## src/rtl/tl_byte_host_pkg.sv

```systemverilog
// -----------------------------------------------------------------------------
// tl_byte_host_pkg
// Shared definitions for the byte-stream to TL-UL host bridge: command and
// status byte codes, FSM state encoding, TL size/mask constants and the
// response-buffer geometry used by the serializer.
// -----------------------------------------------------------------------------
package tl_byte_host_pkg;

   // Command opcodes and response status bytes
   localparam logic [7:0] OP_WRITE   = 8'h57;  // 'W'
   localparam logic [7:0] OP_READ    = 8'h52;  // 'R'
   localparam logic [7:0] RSP_OK     = 8'h4B;  // 'K'
   localparam logic [7:0] RSP_ERR    = 8'h45;  // 'E'
   localparam logic [7:0] RSP_BADOP  = 8'h3F;  // '?'

   // Single-beat 32-bit accesses only
   localparam logic [1:0] TL_SIZE_WORD = 2'd2;
   localparam logic [3:0] TL_MASK_FULL = 4'hF;

   // Response buffer: status byte plus up to four read-data bytes
   localparam int unsigned RSP_BYTES     = 5;
   localparam logic [2:0]  RSP_LEN_SHORT = 3'd1;
   localparam logic [2:0]  RSP_LEN_LONG  = 3'd5;

   typedef enum logic [2:0] {
      ST_IDLE,
      ST_ADDR,
      ST_DATA,
      ST_REQ,
      ST_RESP,
      ST_SEND
   } state_e;

   // Status-only response packed into the serializer buffer (byte 0 first)
   function automatic logic [RSP_BYTES*8-1:0] short_rsp(input logic [7:0] status);
      return {{(RSP_BYTES*8-8){1'b0}}, status};
   endfunction

endpackage

```

## src/rtl/tlul_pkg.sv

```systemverilog
// -----------------------------------------------------------------------------
// tlul_pkg
// Minimal TileLink-UL type package shared by crossbar hosts and devices.
// Provides the channel A / channel D opcode enums, the default a_user value
// and the packed host-to-device / device-to-host channel structs.
// -----------------------------------------------------------------------------
package tlul_pkg;

   typedef enum logic [2:0] {
      PutFullData    = 3'h0,
      PutPartialData = 3'h1,
      Get            = 3'h4
   } tl_a_op_e;

   typedef enum logic [2:0] {
      AccessAck     = 3'h0,
      AccessAckData = 3'h1
   } tl_d_op_e;

   typedef logic [13:0] tl_a_user_t;
   localparam tl_a_user_t TL_A_USER_DEFAULT = '0;

   typedef struct packed {
      logic        a_valid;
      tl_a_op_e    a_opcode;
      logic [2:0]  a_param;
      logic [1:0]  a_size;
      logic [7:0]  a_source;
      logic [31:0] a_address;
      logic [3:0]  a_mask;
      logic [31:0] a_data;
      tl_a_user_t  a_user;
      logic        d_ready;
   } tl_h2d_t;

   typedef struct packed {
      logic        d_valid;
      tl_d_op_e    d_opcode;
      logic [2:0]  d_param;
      logic [1:0]  d_size;
      logic [7:0]  d_source;
      logic        d_sink;
      logic [31:0] d_data;
      logic [13:0] d_user;
      logic        d_error;
      logic        a_ready;
   } tl_d2h_t;

endpackage

```

## src/rtl/tl_byte_host_tx.sv

```systemverilog
// -----------------------------------------------------------------------------
// tl_byte_host_tx
// Response serializer: loads up to five bytes and shifts them out LSB byte
// first over a valid/ready byte interface.
//   clk, rst      clock, asynchronous active-high reset
//   load          capture data/len (only asserted while the buffer is empty)
//   len           number of bytes to emit (1 or 5)
//   data          response bytes, byte 0 in data[7:0]
//   tx_data       current byte, stable until accepted
//   tx_valid      a byte is pending
//   tx_ready      sink accepts the pending byte
//   last          pending byte is the final one of the response
// -----------------------------------------------------------------------------
module tl_byte_host_tx
   import tl_byte_host_pkg::*;
(
   input  logic                   clk,
   input  logic                   rst,
   input  logic                   load,
   input  logic [2:0]             len,
   input  logic [RSP_BYTES*8-1:0] data,
   output logic [7:0]             tx_data,
   output logic                   tx_valid,
   input  logic                   tx_ready,
   output logic                   last
);

   logic [RSP_BYTES*8-1:0] shift_reg;
   logic [2:0]             count_reg;

   always_ff @(posedge clk or posedge rst) begin
      if (rst) begin
         shift_reg <= '0;
         count_reg <= 3'd0;
      end else if (load) begin
         shift_reg <= data;
         count_reg <= len;
      end else if (tx_valid && tx_ready) begin
         shift_reg <= {8'h00, shift_reg[RSP_BYTES*8-1:8]};
         count_reg <= count_reg - 3'd1;
      end
   end

   assign tx_valid = (count_reg != 3'd0);
   assign tx_data  = shift_reg[7:0];
   assign last     = (count_reg == 3'd1);

endmodule

```

## src/rtl/tl_byte_host.sv

```systemverilog
// -----------------------------------------------------------------------------
// tl_byte_host
// Byte-stream to TL-UL host bridge. Parses framed commands
//   'W' a0 a1 a2 a3 d0 d1 d2 d3   (write, little-endian address/data)
//   'R' a0 a1 a2 a3               (read)
// issues one single-beat 32-bit Get/PutFullData on the crossbar external
// host port (tl_o -> tl_ext_h2d, tl_i -> tl_ext_d2h) and answers with
// 'K' [+4 read bytes], 'E' (bus error or unaligned address) or '?'.
//   clk_i, rst_i          clock, asynchronous active-high reset
//   rx_data_i/valid/ready command byte stream in
//   tx_data_o/valid/ready response byte stream out
//   tl_o / tl_i           TL-UL host request / device response
//   busy_o                bridge is not idle
// Parameters: TimeoutCycles (inter-byte idle limit), SourceId (a_source).
// -----------------------------------------------------------------------------
module tl_byte_host
   import tlul_pkg::*;
   import tl_byte_host_pkg::*;
#(
   parameter int unsigned TimeoutCycles = 1_000_000,
   parameter logic [7:0]  SourceId      = 8'd0
) (
   input  logic       clk_i,
   input  logic       rst_i,
   input  logic [7:0] rx_data_i,
   input  logic       rx_valid_i,
   output logic       rx_ready_o,
   output logic [7:0] tx_data_o,
   output logic       tx_valid_o,
   input  logic       tx_ready_i,
   output tl_h2d_t    tl_o,
   input  tl_d2h_t    tl_i,
   output logic       busy_o
);

   localparam int unsigned     TmoW    = $clog2(TimeoutCycles + 1);
   localparam logic [TmoW-1:0] TmoLast = TmoW'(TimeoutCycles - 1);

   state_e      state_reg;
   logic [1:0]  idx_reg;
   logic        is_write_reg;
   logic [31:0] addr_reg;
   logic [31:0] data_reg;
   logic [TmoW-1:0] tmo_reg;
   logic        a_valid_reg;

   logic                   rx_fire;
   logic                   last_byte;
   logic                   misaligned;
   logic                   rsp_load;
   logic [2:0]             rsp_len;
   logic [RSP_BYTES*8-1:0] rsp_data;
   logic                   tx_last;

   assign rx_ready_o = (state_reg == ST_IDLE) || (state_reg == ST_ADDR) ||
                       (state_reg == ST_DATA);
   assign busy_o     = (state_reg != ST_IDLE);
   assign rx_fire    = rx_valid_i && rx_ready_o;
   assign last_byte  = (idx_reg == 2'd3);
   // addr[1:0] arrives with the first address byte, so it is final long
   // before the last frame byte is taken.
   assign misaligned = (addr_reg[1:0] != 2'b00);

   // Response selection; the serializer is loaded on the same edge the FSM
   // moves into SEND, so the first tx_valid follows on the next cycle.
   always_comb begin
      rsp_load = 1'b0;
      rsp_len  = RSP_LEN_SHORT;
      rsp_data = '0;
      unique case (state_reg)
         ST_IDLE: begin
            if (rx_fire && (rx_data_i != OP_WRITE) && (rx_data_i != OP_READ)) begin
               rsp_load = 1'b1;
               rsp_data = short_rsp(RSP_BADOP);
            end
         end
         ST_ADDR: begin
            if (rx_fire && last_byte && !is_write_reg && misaligned) begin
               rsp_load = 1'b1;
               rsp_data = short_rsp(RSP_ERR);
            end
         end
         ST_DATA: begin
            if (rx_fire && last_byte && misaligned) begin
               rsp_load = 1'b1;
               rsp_data = short_rsp(RSP_ERR);
            end
         end
         ST_RESP: begin
            if (tl_i.d_valid) begin
               rsp_load = 1'b1;
               if (tl_i.d_error) begin
                  rsp_data = short_rsp(RSP_ERR);
               end else if (is_write_reg) begin
                  rsp_data = short_rsp(RSP_OK);
               end else begin
                  rsp_len  = RSP_LEN_LONG;
                  rsp_data = {tl_i.d_data, RSP_OK};
               end
            end
         end
         default: ;
      endcase
   end

   always_ff @(posedge clk_i or posedge rst_i) begin
      if (rst_i) begin
         state_reg    <= ST_IDLE;
         idx_reg      <= 2'd0;
         is_write_reg <= 1'b0;
         addr_reg     <= '0;
         data_reg     <= '0;
         tmo_reg      <= '0;
         a_valid_reg  <= 1'b0;
      end else begin
         unique case (state_reg)
            ST_IDLE: begin
               if (rx_fire) begin
                  if ((rx_data_i == OP_WRITE) || (rx_data_i == OP_READ)) begin
                     is_write_reg <= (rx_data_i == OP_WRITE);
                     idx_reg      <= 2'd0;
                     tmo_reg      <= '0;
                     state_reg    <= ST_ADDR;
                  end else begin
                     state_reg    <= ST_SEND;
                  end
               end
            end
            ST_ADDR: begin
               if (rx_fire) begin
                  addr_reg[{idx_reg, 3'b000} +: 8] <= rx_data_i;
                  idx_reg <= idx_reg + 2'd1;
                  tmo_reg <= '0;
                  if (last_byte) begin
                     if (is_write_reg) begin
                        state_reg <= ST_DATA;
                     end else if (misaligned) begin
                        state_reg <= ST_SEND;
                     end else begin
                        state_reg   <= ST_REQ;
                        a_valid_reg <= 1'b1;
                     end
                  end
               end else if (tmo_reg == TmoLast) begin
                  state_reg <= ST_IDLE;
               end else begin
                  tmo_reg <= tmo_reg + 1'b1;
               end
            end
            ST_DATA: begin
               if (rx_fire) begin
                  data_reg[{idx_reg, 3'b000} +: 8] <= rx_data_i;
                  idx_reg <= idx_reg + 2'd1;
                  tmo_reg <= '0;
                  if (last_byte) begin
                     if (misaligned) begin
                        state_reg <= ST_SEND;
                     end else begin
                        state_reg   <= ST_REQ;
                        a_valid_reg <= 1'b1;
                     end
                  end
               end else if (tmo_reg == TmoLast) begin
                  state_reg <= ST_IDLE;
               end else begin
                  tmo_reg <= tmo_reg + 1'b1;
               end
            end
            ST_REQ: begin
               if (tl_i.a_ready) begin
                  a_valid_reg <= 1'b0;
                  state_reg   <= ST_RESP;
               end
            end
            ST_RESP: begin
               if (tl_i.d_valid) begin
                  state_reg <= ST_SEND;
               end
            end
            ST_SEND: begin
               if (tx_last && tx_ready_i) begin
                  state_reg <= ST_IDLE;
               end
            end
            default: state_reg <= ST_IDLE;
         endcase
      end
   end

   // Request fields come straight from registers that do not change while
   // a_valid is high, so they hold through any a_ready backpressure.
   always_comb begin
      tl_o           = '0;
      tl_o.a_valid   = a_valid_reg;
      tl_o.a_opcode  = is_write_reg ? PutFullData : Get;
      tl_o.a_param   = 3'h0;
      tl_o.a_size    = TL_SIZE_WORD;
      tl_o.a_source  = SourceId;
      tl_o.a_address = addr_reg;
      tl_o.a_mask    = TL_MASK_FULL;
      tl_o.a_data    = data_reg;
      tl_o.a_user    = TL_A_USER_DEFAULT;
      tl_o.d_ready   = 1'b1;  // stray beats after a reset are simply drained
   end

   tl_byte_host_tx u_tx (
      .clk      (clk_i),
      .rst      (rst_i),
      .load     (rsp_load),
      .len      (rsp_len),
      .data     (rsp_data),
      .tx_data  (tx_data_o),
      .tx_valid (tx_valid_o),
      .tx_ready (tx_ready_i),
      .last     (tx_last)
   );

   logic unused_d_fields;
   assign unused_d_fields = ^{tl_i.d_opcode, tl_i.d_param, tl_i.d_size,
                              tl_i.d_source, tl_i.d_sink, tl_i.d_user};

endmodule

```

## config.mk

```make
export PLATFORM = sky130hd
export DESIGN_NAME = tl_byte_host
export DESIGN_NICKNAME = d
export VERILOG_FILES = /design/src/rtl/tl_byte_host_pkg.sv /design/src/rtl/tlul_pkg.sv /design/src/rtl/tl_byte_host_tx.sv /design/src/rtl/tl_byte_host.sv
export SDC_FILE = /design/constraint.sdc
export NUM_CORES = 1
export LEC_CHECK = 0
export CAP_MARGIN = 0
export CORE_AREA = 4 4 143 145
export DETAILED_ROUTE_END_ITERATION = 8
export DIE_AREA = 0 0 147 149
export GPL_TIMING_DRIVEN = 0
export HOLD_SLACK_MARGIN = 0.1
export PLACE_DENSITY_LB_ADDON = 0.1
export SLEW_MARGIN = 30
export SYNTH_ARGS = -nofsm -noshare
export SYNTH_HDL_FRONTEND = slang
export SYNTH_SLANG_ARGS = --single-unit
```

## constraint.sdc

```tcl
create_clock -name clk_i -period 4.52 [get_ports clk_i]
set_clock_uncertainty 0.2 [all_clocks]
set_input_delay 0.904 -clock clk_i [delete_from_list [all_inputs] [get_ports clk_i]]
set_output_delay 0.904 -clock clk_i [all_outputs]
set_load 0.01 [all_outputs]
```

==> impl_metrics.json <==
{
  "portBuffers": 121,
  "syn_area_um2": 6600,
  "power.share.clock": 0.270,
  "synth-main-ff-cell": "dfrtp_1",
  "postCtsSetupRepairBufs": 0,
  "crit_slowest_cell": "clkdlybuf4s50_1",
  "start_kind": "input pin",
  "place_ws_ns": 0.660,
  "drtIter0Drc": 271,
  "place_congestion": 0.823,
  "largest_register_ffs": 40,
  "grt_first_pass_wirelength_mm": 31.5,
  "ant_nets": 0,
  "crit_arrival_ns": 3.60,
  "critPathRequiredTime_ns": 4.66,
  "hold_slack_ns": 0.283,
  "setup_ws_ns": 1.07,
  "syn_to_final_growth_pct": 36.3,
  "synth-seq-cells": 134,
  "regArea_um2": 3350,
  "slowest_delay_ns": 0.62,
  "core_area_um2": 19200,
  "finalNetCount": 948,
  "worstSetupPathType": "in2reg",
  "num_vias": 5742,
  "cts_tree": "yes",
  "worstMarginPinSlew_ns": 0.815,
  "first_pass_iters": 4,
  "post-route-util": 0.468,
  "layout-drive-gt1-share": 0.118,
  "internal_power_uw": 3390,
  "crit_chain": "clkdlybuf4s50_1, and4bb_1, a311o_1, a21boi_1, clkbuf_1, o21ai_0, a2bb2oi_1",
  "period_minus_slack_ns": 3.45,
  "cts_buffers": 17,
  "ys_seq_area_frac": 0.508,
  "rsz0062_at_grt": "false",
  "p_sw_uw": 1910,
  "power_frac_comb": 0.394,
  "multi_input_area_um2": 2820,
  "routed_via_density": 5.04,
  "p_leak_uw": 0.00381,
  "dieWidth_um": 147,
  "grt_max_degree": 30,
  "antenna_cells": 0,
  "num-fill-cells": 1831,
  "ys_types": 66,
  "path_buf_inv": 2,
  "grt.overflow.total": 0,
  "syn_inst": 685,
  "clock-root-buffer": "clkbuf_16",
  "io_pins": 189,
  "ctsHoldBuffers": 0,
  "route.detailed.drc": 0,
  "peakVddDrop_uv": 249,
  "wl_per_cell_um": 17.0,
  "yosys_warnings": 0,
  "finalHoldViolCount": 0,
  "die-area_um2": 21900,
  "clkSlewWorstSetupHoldPaths_ns": 0.06,
  "routed_wl_mm": 19.4,
  "drv_cap": 0,
  "async_reset_ff_frac": 1.00,
  "antenna_found_initial": 0,
  "crit_fanout": 10,
  "start_util": 0.343,
  "power_frac_seq": 0.336,
  "slew_headroom": 0.452,
  "drv_slew": 0,
  "setup_tns_ns": 0,
  "die_h_um": 149,
  "critPathTopFamily": "compound AO/OA/AOI/OAI gates",
  "cts_resized": 0,
  "period_share": 0.764,
  "swShare": 0.360,
  "cts_sinks": 134,
  "end_kind": "flip-flop",
  "hpwl_mm": 14.1,
  "cts_htree_levels": 4,
  "grt_pass1_vias": 5998,
  "finalPower_uw": 5300,
  "fmax_ghz": 0.289,
  "powerDensity_nw_per_um2": 590,
  "avgSynthCellArea_um2": 9.63,
  "clock_latency_ns": 0.43,
  "hold_class": "reg2reg",
  "clock_path_buffers": 2,
  "status": "finished, final reports clean",
  "grt_usage": 0.181,
  "synth_edf_count": 0,
  "rows": 51,
  "setup_viol": 0
}
==> power by group through the flow <==
stage / Combinational, uW / Clock [uW] / Sequential, uW
3_3_place_gp: 2040 / 0 / 1800
2_1_floorplan: 1180 / 0 / 1810
6_report: 2090 / 1430 / 1780
4_1_cts: 2100 / 1470 / 1780
3_5_place_dp: 2090 / 0 / 1790
5_1_grt: 2320 / 1510 / 1830
==> worst reg2reg max path, stage by stage (launching register included) <==
cell       delay [ns]
dfrtp_1          0.44
ha_1             0.37
nand2b_1         0.09
o41ai_1          0.40
nand2_1          0.23
nand3_1          0.26
clkbuf_1         0.47
a2bb2oi_1        0.21
==> worst paths after layout <==
path                                           from                        endpoint  slack [ns]  depth (start not counted)
min                        addr_reg[15]$_DFFE_PP0P_        addr_reg[15]$_DFFE_PP0P_        0.28                          2
min in group asynchronous                     rst_i   u_tx.count_reg[1]$_DFFE_PP0P_        0.67                          2
min reg2reg                addr_reg[15]$_DFFE_PP0P_        addr_reg[15]$_DFFE_PP0P_        0.28                          2
max reg2reg                  idx_reg[0]$_DFFE_PP0P_  u_tx.shift_reg[11]$_DFFE_PP0P_        1.77                          7
max in group asynchronous                     rst_i        data_reg[24]$_DFFE_PP0P_        2.58                          5
max                                    rx_data_i[7]  u_tx.shift_reg[18]$_DFFE_PP0P_        1.07                          7
==> per-stage QoR <==
step	instance area, um2	instances
finish	8990	1140
global route	8990	1140
CTS	8990	1140
detailed placement	8380	1108
global placement	8260	1103
floorplan	6720	717
==> placed cells by master (no fill, tap or decap), types with 4 or more instances in the layout <==
| master | synthesis | layout |
|---|---|---|
| a21oi_1 | 23 | 23 |
| a22o_1 | 24 | 24 |
| a2bb2oi_1 | 24 | 24 |
| buf_2 | 5 | 5 |
| buf_4 | 44 | 44 |
| clkbuf_1 | 28 | 28 |
| clkbuf_16 | 0 | 17 |
| clkdlybuf4s50_1 | 0 | 121 |
| clkinvlp_4 | 0 | 4 |
| conb_1 | 2 | 34 |
| dfrtp_1 | 134 | 134 |
| ha_1 | 8 | 8 |
| inv_1 | 13 | 12 |
| inv_6 | 0 | 5 |
| inv_8 | 0 | 4 |
| nand2_1 | 129 | 129 |
| nand2b_1 | 11 | 11 |
| nand3_1 | 19 | 19 |
| nand4_1 | 6 | 6 |
| nor2_1 | 14 | 14 |
| nor3_1 | 13 | 12 |
| o21ai_0 | 79 | 79 |
| o21ai_1 | 9 | 9 |
| o31ai_1 | 12 | 12 |
| or3_1 | 4 | 4 |
| or4_1 | 14 | 14 |
==> synth_stat cells (3+ instances only) <==
library cell / n / area, um2
a211oi_1: 3 / 22.5
a21oi_1: 23 / 115
a22o_1: 24 / 210
a2bb2oi_1: 24 / 210
a31oi_1: 3 / 18.8
buf_2: 5 / 25.0
buf_4: 44 / 330
clkbuf_1: 28 / 105
dfrtp_1: 134 / 3350
ha_1: 8 / 100
inv_1: 13 / 48.8
mux2i_1: 3 / 30.0
nand2_1: 129 / 484
nand2b_1: 11 / 68.8
nand3_1: 19 / 95.1
nand3b_1: 3 / 22.5
nand4_1: 6 / 37.5
nor2_1: 14 / 52.6
nor3_1: 13 / 65.1
nor4_1: 3 / 18.8
o21ai_0: 79 / 395
o21ai_1: 9 / 45.0
o31ai_1: 12 / 90.1
or3_1: 4 / 25.0
or4_1: 14 / 105
or4b_1: 3 / 30.0
==> kinds of logic (layout without fill, tap and decap cells) <==
kind of cell               Yosys count  count (layout)  synth area share
AOI/OAI and AO/OA                  197             197             0.197
DFF                                134             134             0.508
adders and majority gates            8               8            0.0152
other                                2              34           0.00114
buffers and inverters               95             253            0.0840
xor gates and xnor gates             3               3           0.00398
and+or+nand+nor                    242             242             0.184
muxes                                4               4           0.00626
==> metal layers <==
| metal | part of all wire | wire, um | vias up | GRT usage |
|---|---|---|---|---|
| met5 | 0 | 0 | - | 0 |
| met4 | 0.011 | 206 | 0 | 0.0489 |
| met3 | 0.061 | 1180 | 18 | 0.0556 |
| met2 | 0.48 | 9390 | 136 | 0.297 |
| met1 | 0.44 | 8600 | 2848 | 0.234 |
| li1 | - | - | 2740 | - |
==> layout make-up <==
class | instances | share of cell area
Sequential cell | 134 | 0.373
Multi-Input combinational cell | 488 | 0.314
Timing Repair Buffer | 126 | 0.147
Buffer | 82 | 0.0562
Clock buffer | 17 | 0.0473
Tap cell | 265 | 0.0369
Clock inverter | 15 | 0.0200
Inverter | 13 | 0.00584
No activity file was read; power rests on OpenSTA's default activity.
